<file path="src/rtl/uart_pkg.sv">
// Shared UART definitions: arbiter state encoding, default sizing constants
// and the parity-type encoding also used by the parity generator.
package uart_pkg;

    typedef enum logic [1:0] {
        ST_IDLE      = 2'd0,
        ST_SEND      = 2'd1,
        ST_WAIT_BUSY = 2'd2,
        ST_WAIT_DONE = 2'd3
    } arb_state_t;

    localparam int DEF_N            = 4;
    localparam int DEF_DW           = 8;
    localparam int DEF_BUSY_TIMEOUT = 4;

    localparam logic PAR_EVEN = 1'b0;
    localparam logic PAR_ODD  = 1'b1;

endpackage

</file>
<file path="src/rtl/uart_tx_arbiter_if.sv">
// Bundle between the requesting blocks / UART TX top and the arbiter.
// The master side is the environment (requesters plus transmitter), the
// slave side is the arbiter itself.
interface uart_tx_arbiter_if #(
    parameter int N  = 4,
    parameter int DW = 8
);
    localparam int IW = $clog2(N);

    logic [N-1:0]    ARB_Req;
    logic [N*DW-1:0] ARB_Data;
    logic [N-1:0]    ARB_ParEn;
    logic [N-1:0]    ARB_ParType;
    logic [N-1:0]    ARB_Gnt;
    logic [DW-1:0]   ARB_TxData;
    logic            ARB_TxParEn;
    logic            ARB_TxParType;
    logic            ARB_TxDataValid;
    logic            ARB_TxBusy;
    logic [IW-1:0]   ARB_Owner;
    logic            ARB_Active;
    logic            ARB_ErrTimeout;
    logic            ARB_ErrClr;

    modport master (
        output ARB_Req, ARB_Data, ARB_ParEn, ARB_ParType, ARB_TxBusy, ARB_ErrClr,
        input  ARB_Gnt, ARB_TxData, ARB_TxParEn, ARB_TxParType, ARB_TxDataValid,
               ARB_Owner, ARB_Active, ARB_ErrTimeout
    );

    modport slave (
        input  ARB_Req, ARB_Data, ARB_ParEn, ARB_ParType, ARB_TxBusy, ARB_ErrClr,
        output ARB_Gnt, ARB_TxData, ARB_TxParEn, ARB_TxParType, ARB_TxDataValid,
               ARB_Owner, ARB_Active, ARB_ErrTimeout
    );

endinterface

</file>
<file path="src/rtl/uart_tx_arbiter_rr_picker.sv">
// Combinational round-robin picker: first set request scanning upward from
// ptr, wrapping at N-1.
module rr_picker #(
    parameter int N = 4,
    localparam int IW = $clog2(N)
) (
    input  logic [N-1:0]  req,
    input  logic [IW-1:0] ptr,
    output logic [IW-1:0] winIdx,
    output logic          winValid
);

    // candIdx[k] is the requester examined at scan offset k from ptr
    logic [IW-1:0] candIdx [N];

    genvar gi;
    generate
        for (gi = 0; gi < N; gi++) begin : g_cand
            logic [IW:0] sum;
            assign sum          = {1'b0, ptr} + (IW+1)'(gi);
            assign candIdx[gi]  = (sum >= (IW+1)'(N)) ? IW'(sum - (IW+1)'(N)) : IW'(sum);
        end
    endgenerate

    // Scan from the farthest offset down so the nearest pending request wins
    always_comb begin
        winIdx   = '0;
        winValid = 1'b0;
        for (int k = N - 1; k >= 0; k--) begin
            if (req[candIdx[k]]) begin
                winIdx   = candIdx[k];
                winValid = 1'b1;
            end
        end
    end

endmodule

</file>
<file path="src/rtl/uart_tx_arbiter.sv">
// Round-robin scheduler sharing one UART transmitter between N requesters.
// Captures the winner's byte and parity setup, pulses DataValid with a
// one-cycle grant, then follows the transmitter Busy flag to frame end.
module uart_tx_arbiter
    import uart_pkg::*;
#(
    parameter int N            = DEF_N,
    parameter int DW           = DEF_DW,
    parameter int BUSY_TIMEOUT = DEF_BUSY_TIMEOUT
) (
    input  logic                   ARB_CLK,
    input  logic                   ARB_RST_ASYN,
    uart_tx_arbiter_if.slave       arb
);

    localparam int IW = $clog2(N);
    localparam int CW = $clog2(BUSY_TIMEOUT + 1);

    arb_state_t    stateReg, stateNext;
    logic [IW-1:0] rrPtrReg, rrPtrNext;
    logic [IW-1:0] ownerReg, ownerNext;
    logic [N-1:0]  gntReg, gntNext;
    logic [DW-1:0] txDataReg, txDataNext;
    logic          txParEnReg, txParEnNext;
    logic          txParTypeReg, txParTypeNext;
    logic          txDataValidReg, txDataValidNext;
    logic          activeReg, activeNext;
    logic          errTimeoutReg, errTimeoutNext;
    logic [CW-1:0] cntReg, cntNext;

    logic [IW-1:0] pickIdx;
    logic          pickValid;

    rr_picker #(.N(N)) uPicker (
        .req      (arb.ARB_Req),
        .ptr      (rrPtrReg),
        .winIdx   (pickIdx),
        .winValid (pickValid)
    );

    // State and output registers; every output comes straight from a flop
    always_ff @(posedge ARB_CLK or negedge ARB_RST_ASYN) begin
        if (!ARB_RST_ASYN) begin
            stateReg       <= ST_IDLE;
            rrPtrReg       <= '0;
            ownerReg       <= '0;
            gntReg         <= '0;
            txDataReg      <= '0;
            txParEnReg     <= 1'b0;
            txParTypeReg   <= 1'b0;
            txDataValidReg <= 1'b0;
            activeReg      <= 1'b0;
            errTimeoutReg  <= 1'b0;
            cntReg         <= '0;
        end else begin
            stateReg       <= stateNext;
            rrPtrReg       <= rrPtrNext;
            ownerReg       <= ownerNext;
            gntReg         <= gntNext;
            txDataReg      <= txDataNext;
            txParEnReg     <= txParEnNext;
            txParTypeReg   <= txParTypeNext;
            txDataValidReg <= txDataValidNext;
            activeReg      <= activeNext;
            errTimeoutReg  <= errTimeoutNext;
            cntReg         <= cntNext;
        end
    end

    // Next-state logic; Gnt/DataValid are computed one state early so they
    // are registered high exactly during SEND
    always_comb begin
        stateNext       = stateReg;
        rrPtrNext       = rrPtrReg;
        ownerNext       = ownerReg;
        gntNext         = '0;
        txDataNext      = txDataReg;
        txParEnNext     = txParEnReg;
        txParTypeNext   = txParTypeReg;
        txDataValidNext = 1'b0;
        cntNext         = cntReg;
        // A timeout raised below overrides this clear
        errTimeoutNext  = errTimeoutReg & ~arb.ARB_ErrClr;

        case (stateReg)
            ST_IDLE: begin
                if (pickValid && !arb.ARB_TxBusy) begin
                    stateNext       = ST_SEND;
                    ownerNext       = pickIdx;
                    txDataNext      = arb.ARB_Data[int'(pickIdx)*DW +: DW];
                    txParEnNext     = arb.ARB_ParEn[pickIdx];
                    txParTypeNext   = arb.ARB_ParType[pickIdx];
                    txDataValidNext = 1'b1;
                    gntNext         = N'(1) << pickIdx;
                end
            end
            ST_SEND: begin
                rrPtrNext = (ownerReg == IW'(N - 1)) ? '0 : ownerReg + 1'b1;
                cntNext   = '0;
                stateNext = ST_WAIT_BUSY;
            end
            ST_WAIT_BUSY: begin
                if (arb.ARB_TxBusy) begin
                    stateNext = ST_WAIT_DONE;
                end else if (cntReg == CW'(BUSY_TIMEOUT - 1)) begin
                    cntNext        = cntReg + 1'b1;
                    errTimeoutNext = 1'b1;
                    stateNext      = ST_IDLE;
                end else begin
                    cntNext = cntReg + 1'b1;
                end
            end
            ST_WAIT_DONE: begin
                if (!arb.ARB_TxBusy) begin
                    stateNext = ST_IDLE;
                end
            end
            default: stateNext = ST_IDLE;
        endcase

        activeNext = (stateNext != ST_IDLE);
    end

    assign arb.ARB_Gnt         = gntReg;
    assign arb.ARB_TxData      = txDataReg;
    assign arb.ARB_TxParEn     = txParEnReg;
    assign arb.ARB_TxParType   = txParTypeReg;
    assign arb.ARB_TxDataValid = txDataValidReg;
    assign arb.ARB_Owner       = ownerReg;
    assign arb.ARB_Active      = activeReg;
    assign arb.ARB_ErrTimeout  = errTimeoutReg;

endmodule
</file>
<file path="src/flat_wrapper.sv">
// flat-port wrapper written by rule: the top's interface ports become plain ports
module uart_tx_arbiter_flat import uart_pkg::*;
#(
    parameter int N            = DEF_N,
    parameter int DW           = DEF_DW,
    parameter int BUSY_TIMEOUT = DEF_BUSY_TIMEOUT
)
  (ARB_CLK, ARB_RST_ASYN, arb_ARB_Req, arb_ARB_Data, arb_ARB_ParEn, arb_ARB_ParType, arb_ARB_TxBusy, arb_ARB_ErrClr, arb_ARB_Gnt, arb_ARB_TxData, arb_ARB_TxParEn, arb_ARB_TxParType, arb_ARB_TxDataValid, arb_ARB_Owner, arb_ARB_Active, arb_ARB_ErrTimeout);
  uart_tx_arbiter_if #(.N(N), .DW(DW)) arb_i ();
  input  logic ARB_CLK;
  input  logic ARB_RST_ASYN;
  input wire logic [$bits(arb_i.ARB_Req)-1:0] arb_ARB_Req;
  input wire logic [$bits(arb_i.ARB_Data)-1:0] arb_ARB_Data;
  input wire logic [$bits(arb_i.ARB_ParEn)-1:0] arb_ARB_ParEn;
  input wire logic [$bits(arb_i.ARB_ParType)-1:0] arb_ARB_ParType;
  input wire logic [$bits(arb_i.ARB_TxBusy)-1:0] arb_ARB_TxBusy;
  input wire logic [$bits(arb_i.ARB_ErrClr)-1:0] arb_ARB_ErrClr;
  output wire logic [$bits(arb_i.ARB_Gnt)-1:0] arb_ARB_Gnt;
  output wire logic [$bits(arb_i.ARB_TxData)-1:0] arb_ARB_TxData;
  output wire logic [$bits(arb_i.ARB_TxParEn)-1:0] arb_ARB_TxParEn;
  output wire logic [$bits(arb_i.ARB_TxParType)-1:0] arb_ARB_TxParType;
  output wire logic [$bits(arb_i.ARB_TxDataValid)-1:0] arb_ARB_TxDataValid;
  output wire logic [$bits(arb_i.ARB_Owner)-1:0] arb_ARB_Owner;
  output wire logic [$bits(arb_i.ARB_Active)-1:0] arb_ARB_Active;
  output wire logic [$bits(arb_i.ARB_ErrTimeout)-1:0] arb_ARB_ErrTimeout;
  assign arb_i.ARB_Req = arb_ARB_Req;
  assign arb_i.ARB_Data = arb_ARB_Data;
  assign arb_i.ARB_ParEn = arb_ARB_ParEn;
  assign arb_i.ARB_ParType = arb_ARB_ParType;
  assign arb_i.ARB_TxBusy = arb_ARB_TxBusy;
  assign arb_i.ARB_ErrClr = arb_ARB_ErrClr;
  assign arb_ARB_Gnt = arb_i.ARB_Gnt;
  assign arb_ARB_TxData = arb_i.ARB_TxData;
  assign arb_ARB_TxParEn = arb_i.ARB_TxParEn;
  assign arb_ARB_TxParType = arb_i.ARB_TxParType;
  assign arb_ARB_TxDataValid = arb_i.ARB_TxDataValid;
  assign arb_ARB_Owner = arb_i.ARB_Owner;
  assign arb_ARB_Active = arb_i.ARB_Active;
  assign arb_ARB_ErrTimeout = arb_i.ARB_ErrTimeout;
  uart_tx_arbiter #(.N(N), .DW(DW), .BUSY_TIMEOUT(BUSY_TIMEOUT)) u_core (.ARB_CLK(ARB_CLK), .ARB_RST_ASYN(ARB_RST_ASYN), .arb(arb_i));
endmodule
</file>
<file path="config.mk">
export PLATFORM = sky130hd
export DESIGN_NAME = uart_tx_arbiter_flat
export DESIGN_NICKNAME = d
export VERILOG_FILES = /design/src/rtl/uart_pkg.sv /design/src/rtl/uart_tx_arbiter_if.sv /design/src/rtl/uart_tx_arbiter_rr_picker.sv /design/src/rtl/uart_tx_arbiter.sv /design/src/flat_wrapper.sv
export SDC_FILE = /design/constraint.sdc
export NUM_CORES = 1
export LEC_CHECK = 0
export ABC_CLOCK_PERIOD_IN_PS = 2800
export CAP_MARGIN = 20
export CELL_PAD_IN_SITES_DETAIL_PLACEMENT = 2
export CELL_PAD_IN_SITES_GLOBAL_PLACEMENT = 2
export CORE_AREA = 2 2 73 92
export CTS_CLUSTER_SIZE = 8
export DETAILED_ROUTE_END_ITERATION = 10
export DIE_AREA = 0 0 75 94
export GPL_TIMING_DRIVEN = 1
export HOLD_SLACK_MARGIN = 0.05
export PLACE_DENSITY_LB_ADDON = 0.1
export SLEW_MARGIN = 25
export SYNTH_ARGS = -nofsm -noshare
export SYNTH_HDL_FRONTEND = slang
export SYNTH_SLANG_ARGS = --single-unit
</file>
<file path="constraint.sdc">
create_clock -name ARB_CLK -period 2.8 [get_ports ARB_CLK]
set_clock_uncertainty 0.15 [all_clocks]
set_input_delay 0.56 -clock ARB_CLK [delete_from_list [all_inputs] [get_ports ARB_CLK]]
set_output_delay 0.56 -clock ARB_CLK [all_outputs]
set_load 0.005 [all_outputs]
</file>
# After elaboration in Yosys (flattened, before gate mapping)
# Index checks and enable logic that the tools add are counted.
# word_totals
wordCells	85
output_inout_bits	19
ff_bits	26
# op_classes
n_eq_ne	6
addsub	9
n_reduce_logical	7
n_lt_le_gt_ge	9
n_shift	2
mux	39
bitwise_logic	2
# ops
cell	n
indexed part select 32 x 6 -> 8 bit	1
2-to-1 mux 2 bit	13
less-than comparator 2 x 3 -> 1 bit, second input constant	5
2-to-1 mux 1 bit	15
binary-select mux 1 bit (select 2 bit)	6
greater-or-equal comparator 3 bit, second input constant	3
2-to-1 mux 4 bit	2
case mux 2 bit (4 select lines)	1
subtractor 2 x 1 -> 2 bit, second input constant	4
adder 2 x 2 -> 3 bit, second input constant	2
== test 2 bit, second input constant	3
case mux 3 bit (2 select lines)	1
AND reduction 2 bit	2
nonzero test 2 bit	2
left shift 1 x 2 -> 4 bit, first input constant	1
adder 2 x 1 -> 3 bit, second input constant	1
adder 3 x 1 -> 3 bit, second input constant	1
== test 3 x 2 -> 1 bit, second input constant	1
greater-or-equal comparator 2 x 3 -> 1 bit, second input constant	1
2-to-1 mux 3 bit	1
adder 2 x 1 -> 2 bit, second input constant	1
== test 2 x 1 -> 1 bit, second input constant	1
logical NOT 2 bit	1
inequality test 2 bit, second input constant	1
4 further kinds	4

# Longest topological paths before layout
# Gate-level depths: netlist of the first run.
# logic_depth
ltp_word	13
depth_mapped	7
ltp_nobuf	6

# Modules after synthesis
# Synthesis of the first run repeated with hierarchy kept, for this count alone.
# hier_totals
hier_cells	104
area_unflattened_um2	1407.6
# by_module_without_submodules
mod	area_each_um2	seq_area_each_um2	cells_each	instances
uart_tx_arbiter	1330.0	650.6	91	1
rr_picker	77.6	0.0	13	1

# Least setup slack after synthesis of the first run
# Ideal clock, no wire load.
# synth_path
path_type	input to register
from	in arb_ARB_Req[1]
to	reg u_core.txDataReg[5] (netlist: u_core.arb.ARB_TxData[5])
t_arrival_ns	1.857
path_stages	6
n_path_buf	1
path_slack_ns	0.669
required_ns	2.526
cell_sequence	a21bo_4 > a221oi_4 > buf_8 > mux2i_1 > nor2_1 > a211o_1
# synth_between
elab_chain_cells	8
# synth_rtl
element	line_no	text
from (decl)	flat_wrapper.sv:12	input wire logic [$bits(arb_i.ARB_Req)-1:0] arb_ARB_Req;
parallel branches: the longest is 8 deep, another holds indexed part select 32 x 6 -> 8 bit	--	
to (signal assigned)	uart_tx_arbiter.sv:60	txDataReg <= txDataNext;
to (decl)	uart_tx_arbiter.sv:23	logic [DW-1:0] txDataReg, txDataNext;
# Several ways; the timed one is not identified. The select of a mux whose other input is x is not followed.
# A chain may end at the register's enable or synchronous reset.

# Final worst setup path of the first run
# layout_path
from	in arb_ARB_Req[0]
to	reg u_core.txDataReg[7] (netlist: u_core.arb.ARB_TxData[7])
# Same word-level chain as after synthesis.

==> results of run 1 <==
[placed cells by master (no fill, tap or decap)]
cell type        Yosys  layout
clkdlybuf4s50_1      0      66
dfrtp_1             26      26
nor2_1              25      25
mux2i_1             21      21
nand2_1             10      10
a211o_1             10      10
inv_1                8       8
o21ai_0              5       5
buf_4                2       5
ha_1                 3       3
clkbuf_8             0       3
nand2b_1             2       2
o21a_1               2       2
mux2_2               2       2
a21bo_4              1       1
nor3b_1              1       1
a221oi_4             1       1
nor2b_1              1       1
a311oi_1             1       1
a21oi_1              1       1
nor3_2               1       1
o41ai_4              1       1
or3_1                1       1
inv_2                1       1
o21ai_2              1       1
nand4_1              1       1
o32ai_1              1       1
a2bb2oi_1            1       1
o31ai_1              1       1
o22a_1               1       1
bufinv_16            0       1
buf_12               0       1
[cell type report]
| class | count | area [um2] | area share |
|---|---|---|---|
| clock inverter | 1 | 30.03 | 0.01314 |
| sequential | 26 | 650.6 | 0.2848 |
| inverter | 9 | 33.78 | 0.01479 |
| clock buffer | 3 | 41.29 | 0.01807 |
| tap | 85 | 106.4 | 0.04655 |
| multi-input combinational | 95 | 704.4 | 0.3083 |
| timing repair buffer | 72 | 718.2 | 0.3143 |
[final timing paths]
path	end	start	cells past startpoint	slack (ns)
worst max-delay path	u_core.arb.ARB_TxData[7]	arb_ARB_Req[0]	7	0.32
worst min-delay path	u_core.arb.ARB_TxData[3]	u_core.arb.ARB_TxData[3]	1	0.35
worst max register to register	u_core.arb.ARB_TxData[7]	u_core.rrPtrReg[1]	6	0.69
worst min register to register	u_core.arb.ARB_TxData[3]	u_core.arb.ARB_TxData[3]	1	0.35
max in group asynchronous	u_core.arb.ARB_Gnt[2]	ARB_RST_ASYN	2	1.74
min in group asynchronous	u_core.arb.ARB_TxData[3]	ARB_RST_ASYN	2	0.50
[flip-flops by register name, summed over array words and instances (netlist names)]
signal / count
u_core.arb.ARB_Gnt: 4
u_core.arb.ARB_Active: 1
u_core.arb.ARB_Owner: 2
u_core.arb.ARB_TxParType: 1
u_core.cntReg: 3
u_core.stateReg: 2
u_core.arb.ARB_TxParEn: 1
u_core.arb.ARB_ErrTimeout: 1
u_core.arb.ARB_TxData: 8
u_core.arb.ARB_TxDataValid: 1
u_core.rrPtrReg: 2
[report_power, final]
part / switching, mW / internal [mW] / total, mW
Sequential: 0.132 / 0.520 / 0.652
Combinational: 0.356 / 0.506 / 0.862
Clock: 0.126 / 0.191 / 0.317
Total: 0.613 / 1.22 / 1.83
[synthesized netlist by cell type, drive strengths merged]
master	number	area share
dfrtp	26	0.45
nor2	25	0.065
mux2i	21	0.15
a211o	10	0.061
nand2	10	0.026
inv	9	0.023
o21ai	6	0.023
buf	5	0.036
ha	3	0.026
mux2	2	0.016
nand2b	2	0.0087
o21a	2	0.010
a21bo	1	0.011
a21oi	1	0.0035
a221oi	1	0.018
a2bb2oi	1	0.0061
a311oi	1	0.0061
nand4	1	0.0043
nor2b	1	0.0043
nor3	1	0.0069
nor3b	1	0.0052
o22a	1	0.0061
o31ai	1	0.0052
o32ai	1	0.0061
o41ai	1	0.019
or3	1	0.0043
[per-layer routing]
| layer | up-vias | wire length (um) | GRT usage |
|---|---|---|---|
| li1 | 616 | - | - |
| met3 | 2 | 222 | 0.01717 |
| met4 | 0 | 22 | 0.03125 |
| met5 | - | 0 | 0 |
| met1 | 619 | 1884 | 0.1660 |
| met2 | 39 | 2382 | 0.2405 |
[through the flow]
| step | hold slack, ns | cell area (um2) |
|---|---|---|
| after global routing | 0.3711 | 2285 |
| after floorplan | 0.1144 | 1441 |
| after global placement | 0.3182 | 2213 |
| after CTS | 0.3535 | 2285 |
| final | 0.3486 | 2285 |
| after detailed placement | 0.3297 | 2213 |
[cells by family after synthesis]
family | synth area share
DFF | 0.4514
and+or+nand+nor | 0.1250
adders and majority gates | 0.02604
buffers and inverters | 0.05989
AOI/OAI and AO/OA | 0.1762
muxes | 0.1615
[critical path, stage by stage]
cell and delay [ns]:
clkdlybuf4s50_1 0.53, a21bo_4 0.27, a221oi_4 0.32, buf_12 0.23, mux2i_1 0.22, nor2_1 0.06, a211o_1 0.28
==> summary.md, run 1 <==
| Metric | Value |
|---|---|
| Number of antenna violations at the first check in global routing | 0 |
| Wire length of the first global-routing pass | 7217 um |
| Register clock-pin slew on the reported worst setup and hold paths | 0.10 ns |
| Syn-to-layout area delta | 58.51% |
| Total via count in the routed design | 1276 |
| Num CTS Buffers | 3 |
| Share of final-layout standard cells stronger than drive strength 1 | 0.08738 |
| RSZ-0062 raised after global routing | false |
| Number of nets with antenna violations after detailed routing | 0 |
| Static Leak | slightly above 1 nW |
| Final-layout setup total negative slack | 0 ns |
| P per Cell Area | 801.5 nW/um2 |
| Status | complete, no violations |
| Iteration count of the initial detailed-routing pass | 2 |
| Instance count of the mapped netlist | ~140 |
| Resized Gates After CTS | 0 |
| Post-CTS Hold Fix Bufs | 0 |
| Max-slew headroom | 0.5929 |
| Worst-Skew Late Latency | 0.27 ns |
| Avg Inst Size Synth | around 11 um2 |
| Post-synthesis sequential area ratio | 0.4514 |
| Port Buffers | 66 |
| Die Ht | 94 um |
| Syn nets | roughly 190 |
| Cell Count Post-Placement | 287 |
| HPWL reported at the end of detailed placement | 3528 um |
| Routability-driven placement congestion ratio | 0.7080 |
| Area of the core | 6126 um2 |
| Number of buffers added for setup after CTS | 0 |
| Final Hold Violating Endpoints | 0 |
| First DRT Iteration DRCs | 30 |
| CTS tree | done |
| Worst-case clock buffer depth | 2 |
| Clock period minus worst slack | 2.478 ns |
| Unique cell type count in the Yosys netlist | 30 |
| Routed wire length | 4513 um |
| Worst-path fanout max | 23 |
| Max rail drop VDD | 0.2405 mV |
| Root buffer cell | clkbuf_8 |
| Number of placed I/O pins | 67 |
| Number of cells in the finished layout apart from fillers | 291 |
| Die extent in x | approximately 75 um |
| Die Area | 7050 um2 |
| Total grt overflow | 0 |
| Category of the critical setup timing path | primary input to flip-flop |
| Slew at the pin closest to its max-slew limit | 0.6106 ns |
| Final Total Pwr | 1.831 mW |
| Setup crit end kind | flip-flop |
| Initial Util | 0.2353 |
| Max-capacitance violation count | 0 |
| Minimum setup slack after placement | -0.003494 ns |
| Final antenna diode count | 0 |
| Maximum number of pins on one net before global-route repair | 27 |
| Ratio of routed vias to standard cells | 4.385 |
| Fin nets | 258 |
| Remaining DRCs | 0 |
| Synth warn | 0 |
| Combined area of all synthesized cells | about 1400 um2 |
| Upper clock frequency limit | 403.5 MHz |
| Total number of placement rows | 32 |
| Post-synthesis register bit count | 26 |
| Startpoint Class | primary input |
| Worst EP required | 2.82 ns |
| Vias in the first global route | about 1400 |
| Smallest setup slack after layout | roughly 0.32 ns |
| Fillers | 681 |
| Post-layout utilization of the core | 0.3730 |
| Worst Path Arrival | approximately 2.5 ns |
| Period utilization | 0.8851 |
| Avg WL per Cell | 15.51 um |
| Final-report max-slew violation count | 0 |
| Setup violation total in the final timing report | 0 |
| Global Route Usage Sum | 0.1340 |
| Sinks on the clock net | 26 |
| Path type of the worst min-delay path | flip-flop to flip-flop |
| H-tree levels | 1 |
Note: power is estimated with default switching activity, not from simulation.
==> inputs of run 2 (changes only) <==
Settings changed: ABC_AREA set to 1, CORE_AREA 2 2 73 92 to 2 2 81 102, DIE_AREA 0 0 75 94 to 0 0 83 104.
==> summary.md, run 2 <==
| Metric | Value |
|---|---|
| Status | complete, no violations |
| Resized Gates After CTS | 0 (unchanged) |
| Startpoint Class | flip-flop |
| Worst EP required | 2.81 ns (about the same) |
| Avg WL per Cell | 12.64 um (-18%) |
| Worst Hold Path Cells | 1 (unchanged) |
| Port Buffers | 66 (unchanged) |
| Remaining DRCs | 0 (unchanged) |
| Ys async rst share | 1.000 (unchanged) |
| Combined area of all synthesized cells | 1648 um2 (+14%) |
| Wire length of the first global-routing pass | 8528 um (+18%) |
| Setup violation total in the final timing report | 0 (unchanged) |
| H-tree levels | 1 (unchanged) |
| Static Leak | 1.228 nW (+20%) |
| Number of flip-flops in the largest register | 8 (unchanged) |
| Worst-Skew Late Latency | 0.27 ns (about the same) |
| Worst hold start | u_core.cntReg[0] |
| P per Cell Area | 912.9 nW/um2 (+14%) |
| Area share of the largest cell type after synthesis | 0.3948 (-0.05655) |
| HPWL reported at the end of detailed placement | 4086 um (+16%) |
| CTS tree | done |
| Die extent in x | 83 um (+11%) |
| Sinks on the clock net | 26 (unchanged) |
| Iteration count of the initial detailed-routing pass | 4 (+2) |
| Routed wire length | 4980 um (+10%) |
| Most used DFF post-synth | dfrtp_1 |
| Post-synthesis sequential area ratio | 0.3948 (-0.05655) |
| Vias in the first global route | 1804 (+24%) |
| Area of the core | 7702 um2 (+26%) |
| Slew at the pin closest to its max-slew limit | 0.6344 ns (+0.02384 ns) |
| Root buffer cell | clkbuf_8 |
| Fin nets | 351 (+36%) |
| Leading post-synthesis cells by instance count | nand2_1 (73), inv_1 (46), nand3_1 (29), dfrtp_1 (26) |
| Max-slew headroom | 0.5771 (-0.01584) |
| Final Hold Violating Endpoints | 0 (unchanged) |
| Worst reg2reg startpoint | u_core.rrPtrReg[0] |
| Die Ht | 104 um (+11%) |
| Synth warn | 0 (unchanged) |
| Cell with the most instances after synthesis | nand2_1 |
| Minimum setup slack after placement | -0.02786 ns (-0.02437 ns) |
| Post-synthesis register bit count | 26 (unchanged) |
| Worst Path Arrival | 2.56 ns (+0.07 ns) |
| Number of antenna violations at the first check in global routing | 0 (unchanged) |
| RSZ-0062 raised after global routing | false |
| Path type of the worst min-delay path | flip-flop to flip-flop |
| Most area-hungry cell type in the Yosys netlist | dfrtp_1 |
| Max rail drop VDD | 0.2838 mV (+18%) |
| First DRT Iteration DRCs | 33 (+10%) |
| Final-report max-slew violation count | 0 (unchanged) |
| Number of enable-type register cells in the synthesized netlist | 0 (unchanged) |
| FF-to-FF End | u_core.arb.ARB_TxParType |
| Total via count in the routed design | 1660 (+30%) |
| Share of final-layout standard cells stronger than drive strength 1 | 0.08027 (-0.007111) |
| Global Route Usage Sum | 0.1191 (-0.01491) |
| Number of buffers added for setup after CTS | 0 (unchanged) |
| Instance count of the mapped netlist | 230 (+70%) |
| Clock period minus worst slack | 2.551 ns (+0.07282 ns) |
| Period utilization | 0.9111 (+0.02601) |
| Area contributors post-synth | dfrtp_1 (39%), nand2_1 (17%), inv_1 (10%), nand3_1 (8.8%), o211ai_1 (3.2%) |
| Smallest setup slack after layout | 0.2489 ns (-0.07282 ns) |
| Final antenna diode count | 0 (unchanged) |
| Num CTS Buffers | 3 (unchanged) |
| Max-capacitance violation count | 0 (unchanged) |
| Upper clock frequency limit | 392.0 MHz (-2.9%) |
| Number of placed I/O pins | 67 (unchanged) |
| Launching instance or port of the critical path | u_core.rrPtrReg[0] |
| Routability-driven placement congestion ratio | 0.7561 (+6.8%) |
| Register clock-pin slew on the reported worst setup and hold paths | 0.09 ns (about the same) |
| R2r setup slk | 0.25 ns (-0.44 ns) |
| Syn nets | 281 (+51%) |
| Die Area | 8632 um2 (+22%) |
| Category of the critical setup timing path | flip-flop to flip-flop |
| Setup crit end kind | flip-flop |
| Initial Util | 0.2139 (-0.02136) |
| Register-to-Register Path Depth | 10 (+4) |
| Worst-case clock buffer depth | 2 (unchanged) |
| Post-CTS Hold Fix Bufs | 0 (unchanged) |
| Syn-to-layout area delta | 49.89% |
| Worst-path fanout max | 37 (+61%) |
| Number of nets with antenna violations after detailed routing | 0 (unchanged) |
| Unique cell type count in the Yosys netlist | 28 (-6.7%) |
| Most used cells in the layout excluding fill and tap cells | nand2_1 (73), clkdlybuf4s50_1 (66), inv_1 (46) |
| Most common cell after layout, fill and taps aside | nand2_1 |
| Final Total Pwr | 2.255 mW (+23%) |
| Total grt overflow | 0 (unchanged) |
| Hold Path Sink | u_core.cntReg[0] |
| Ratio of routed vias to standard cells | 4.213 (-3.9%) |
| Avg Inst Size Synth | 7.164 um2 (-33%) |
| Total number of placement rows | 36 (+13%) |
| Maximum number of pins on one net before global-route repair | 38 (+41%) |
[run 2: through the flow]
step,TNS [ns],hold WS (ns),instance area (um2),std cells,utilization
6_report,0,0.3611,2470,394,0.3207
4_1_cts,0,0.3652,2470,394,0.3207
2_1_floorplan,0,0.1144,1648,230,-
3_5_place_dp,-0.07567,0.3306,2415,390,0.3135
5_1_grt,0,0.4071,2470,394,0.3207
3_3_place_gp,-0.0005802,0.3240,2415,390,0.3135
[run 2: kinds of logic after synthesis]
| family | count (synthesis) | synth area share |
|---|---|---|
| xor gates and xnor gates | 1 | 0.005316 |
| AOI/OAI and AO/OA | 21 | 0.08656 |
| buffers and inverters | 51 | 0.1306 |
| DFF | 26 | 0.3948 |
| and+or+nand+nor | 128 | 0.3599 |
| adders and majority gates | 3 | 0.02278 |
[run 2: worst max path at each step]
stage	endpoint	slack, ns	depth (start not counted)
final	u_core.arb.ARB_TxParType	0.25	10
after global routing	u_core.arb.ARB_TxParType	0.008	10
after CTS	u_core.arb.ARB_TxParType	0.21	10
after detailed placement	u_core.arb.ARB_TxData[7]	-0.03	11
after global placement	u_core.arb.ARB_TxData[7]	-0.0006	11
after floorplan	u_core.arb.ARB_TxData[0]	0.94	12
[run 2: final cells by class]
type                       instances  area (um2)
tap                               95       118.9
sequential                        26       650.6
inverter                          46       172.7
timing repair buffer              70       690.7
fill                             915        5233
clock buffer                       4       55.05
multi-input combinational        153       782.0
[run 2: layer usage]
layer / GRT usage / routed length, um / up-vias / share of wire
met3: 0.02381 / 241 / 4 / 0.048
met1: 0.1493 / 2176 / 766 / 0.44
met5: 0 / 0 / - / 0
met4: 0.02459 / 43 / 0 / 0.0086
li1: - / - / 850 / -
met2: 0.2108 / 2518 / 40 / 0.51
[run 2: power breakdown]
| part | switching (mW) | total (mW) | internal (mW) |
|---|---|---|---|
| sequential | 0.137 | 0.655 | 0.518 |
| combinational | 0.770 | 1.35 | 0.581 |
| clock | 0.123 | 0.249 | 0.126 |
[run 2: worst max-delay path, stage by stage (launching register included)]
cell     delay, ns
dfrtp_1       0.76
o21ai_0       0.28
nand2_1       0.15
nand2_1       0.06
inv_1         0.13
nand2_2       0.08
nand2_4       0.10
nand2_4       0.22
or2_2         0.35
nand3_1       0.07
nand3_1       0.07
==> inputs of run 3 (changes only) <==
Settings changed: CELL_PAD_IN_SITES_DETAIL_PLACEMENT 2 to 1, CELL_PAD_IN_SITES_GLOBAL_PLACEMENT 2 to 1, CORE_AREA 2 2 81 102 to 2 2 78 98, DIE_AREA 0 0 83 104 to 0 0 80 100.
==> summary.md, run 3 (same netlist as run 2, synthesis figures left out) <==
| Metric | Value |
|---|---|
| Syn-to-layout area delta | 50.27% |
| Status | complete, no violations |
| Fin nets | 350 (-0.28%) |
| Routed wire length | 4650 um (-6.6%) |
| Chain of cells forming the critical path | clkdlybuf4s50_1 -> inv_1 -> o21ai_0 -> nand2_1 -> nand2_1 -> inv_1 -> nand3_4 -> nand2_4 -> or2_2 -> nand3_1 -> nand3_1 |
| Worst Path Arrival | 2.49 ns (-0.07 ns) |
| Path type of the worst min-delay path | flip-flop to flip-flop |
| Worst EP required | 2.80 ns (about the same) |
| Total via count in the routed design | 1644 (-0.96%) |
| Minimum setup slack after placement | 0.02419 ns (+0.05205 ns) |
| Die Ht | 100 um (-3.8%) |
| Final antenna diode count | 0 (unchanged) |
| Avg WL per Cell | 11.92 um (-5.7%) |
| CTS tree | done |
| Cell area after layout | 2476 um2 (+0.25%) |
| Die extent in x | 80 um (-3.6%) |
| Worst-path fanout max | 37 (unchanged) |
| Most heavily used metal layer in global routing | met2 |
| Total grt overflow | 0 (unchanged) |
| Register clock-pin slew on the reported worst setup and hold paths | 0.09 ns (about the same) |
| P per Cell Area | 928.0 nW/um2 (+1.7%) |
| Max-capacitance violation count | 0 (unchanged) |
| Most common cell after layout, fill and taps aside | nand2_1 |
| HPWL reported at the end of detailed placement | 3727 um (-8.8%) |
| Ratio of routed vias to standard cells | 4.215 (about the same) |
| Worst-Skew Late Latency | 0.27 ns (about the same) |
| Worst-case clock buffer depth | 2 (unchanged) |
| Total number of placement rows | 35 (-2.8%) |
| Post-detailed-placement cell area | 2404 um2 (-0.47%) |
| Period utilization | 0.8907 (-0.02042) |
| GR Layer Usage met1 | 0.1436 (-0.005680) |
| H-tree levels | 1 (unchanged) |
| Setup violation total in the final timing report | 0 (unchanged) |
| Routability-driven placement congestion ratio | 0.7870 (+4.1%) |
| FF-to-FF End | u_core.arb.ARB_TxData[7] |
| Category of the critical setup timing path | primary input to flip-flop |
| Wire length of the first global-routing pass | 7734 um (-9.3%) |
| Most used cells in the layout excluding fill and tap cells | nand2_1 (73), clkdlybuf4s50_1 (66), inv_1 (46) |
| FF/Latch Area | 651.9 um2 (+0.19%) |
| Final Hold Violating Endpoints | 0 (unchanged) |
| Global Route Usage Sum | 0.1217 (+0.002608) |
| Smallest setup slack after layout | 0.3061 ns (+0.05718 ns) |
| Max rail drop VDD | 0.3619 mV (+28%) |
| Root buffer cell | clkbuf_8 |
| Upper clock frequency limit | 401.0 MHz (+2.3%) |
| First DRT Iteration DRCs | 25 (-24%) |
| Max-slew headroom | 0.7678 (+0.1908) |
| Number of nets with antenna violations after detailed routing | 0 (unchanged) |
| Met3 Use GR | 0.02698 (+0.003169) |
| Area of the core | 7182 um2 (-6.8%) |
| Final-layout setup total negative slack | 0 ns (unchanged) |
| Number of placed I/O pins | 67 (unchanged) |
| Setup crit end kind | flip-flop |
| Share of final-layout standard cells stronger than drive strength 1 | 0.08054 (+0.0002694) |
| Final-report max-slew violation count | 0 (unchanged) |
| Vias in the first global route | 1723 (-4.5%) |
| Fillers | 911 (-0.44%) |
| RSZ-0062 raised after global routing | false |
| Clock period minus worst slack | 2.494 ns (-0.05718 ns) |
| Multi-input logic area | 782.0 um2 (unchanged) |
| Number of flip-flops in the largest register | 8 (unchanged) |
| Endpoint of the worst setup timing path | u_core.arb.ARB_TxData[7] |
| Critical-path top delay cell | clkdlybuf4s50_1 |
| Slew at the pin closest to its max-slew limit | 0.3479 ns (-0.2865 ns) |
| R2r setup slk | 0.52 ns (+0.27 ns) |
| Initial Util | 0.2294 (+0.01550) |
| Register-to-Register Path Depth | 9 (-1) |
| Iteration count of the initial detailed-routing pass | 4 (unchanged) |
| Port Buffers | 66 (unchanged) |
| Remaining DRCs | 0 (unchanged) |
| Worst path max stage delay | 0.48 ns (-0.28 ns) |
| Number of antenna violations at the first check in global routing | 0 (unchanged) |
| Num CTS Buffers | 3 (unchanged) |
| Maximum number of pins on one net before global-route repair | 38 (unchanged) |
| Startpoint Class | primary input |
| Fraction of met2 tracks used by global routing | 0.2205 (+0.009683) |
| Final Total Pwr | 2.298 mW (+1.9%) |
| Static Leak | 1.230 nW (+0.13%) |
| Sinks on the clock net | 26 (unchanged) |
| Launching instance or port of the critical path | arb_ARB_Req[0] |
| Die Area | 8000 um2 (-7.3%) |
| Worst reg2reg startpoint | u_core.rrPtrReg[0] |
| Post-layout utilization of the core | 0.3448 (+0.02411) |
run 3: changes by cell type in the layout (fill, tap and decap cells not counted), sizes merged:
cell    previous run  this run
buf                4         3
bufinv             0         1
clkbuf             4         3
run 3: how the worst min path moves through the flow:
stage          slack [ns]                       end                      from  cells past startpoint
2_1_floorplan        0.11     u_core.arb.ARB_Active              ARB_RST_ASYN                      0
3_3_place_gp         0.32  u_core.arb.ARB_TxData[2]  u_core.arb.ARB_TxData[2]                      2
3_5_place_dp         0.32  u_core.arb.ARB_TxData[2]  u_core.arb.ARB_TxData[2]                      2
4_1_cts              0.36  u_core.arb.ARB_TxData[2]  u_core.arb.ARB_TxData[2]                      2
5_1_grt              0.39  u_core.arb.ARB_TxData[1]  u_core.arb.ARB_TxData[1]                      2
6_report             0.36  u_core.arb.ARB_TxData[2]  u_core.arb.ARB_TxData[2]                      2
run 3: area by class of cell:
type | instances | area share
sequential | 26 | 0.2633
clock buffer | 3 | 0.01668
inverter | 46 | 0.06973
multi-input combinational | 153 | 0.3158
timing repair buffer | 69 | 0.2759
clock inverter | 1 | 0.01213
tap | 92 | 0.04649
run 3: critical path: cells and delay by family:
family                 cells  cell delay (ns)
AND/OR/NAND/NOR            7             1.06
AO/OA/AOI/OAI              1             0.25
buffers and inverters      3             0.61
run 3: timing repair:
action                     4_1_cts  5_1_grt
gates resized for setup          0        1
hold buffers                     0        0
setup endpoints to repair        0        1
setup buffers                    0        0
run 3: routing by layer:
layer  vias up  part of all wire
li1        847                 -
met1       752              0.42
met2        43              0.52
met3         2             0.056
met4         0            0.0062
met5         -                 0
run 3: through the flow:
step | instances | hold slack (ns)
final | 390 | 0.3565
after global placement | 386 | 0.3222
after global routing | 390 | 0.3857
after detailed placement | 386 | 0.3188
after floorplan | 230 | 0.1144
after CTS | 390 | 0.3593
run 3: power by group:
group	leakage [nW]	internal [mW]	switching (mW)
sequential	0.330	0.519	0.131
clock	0.0357	0.191	0.124
combinational	0.865	0.577	0.755
total	1.23	1.29	1.01
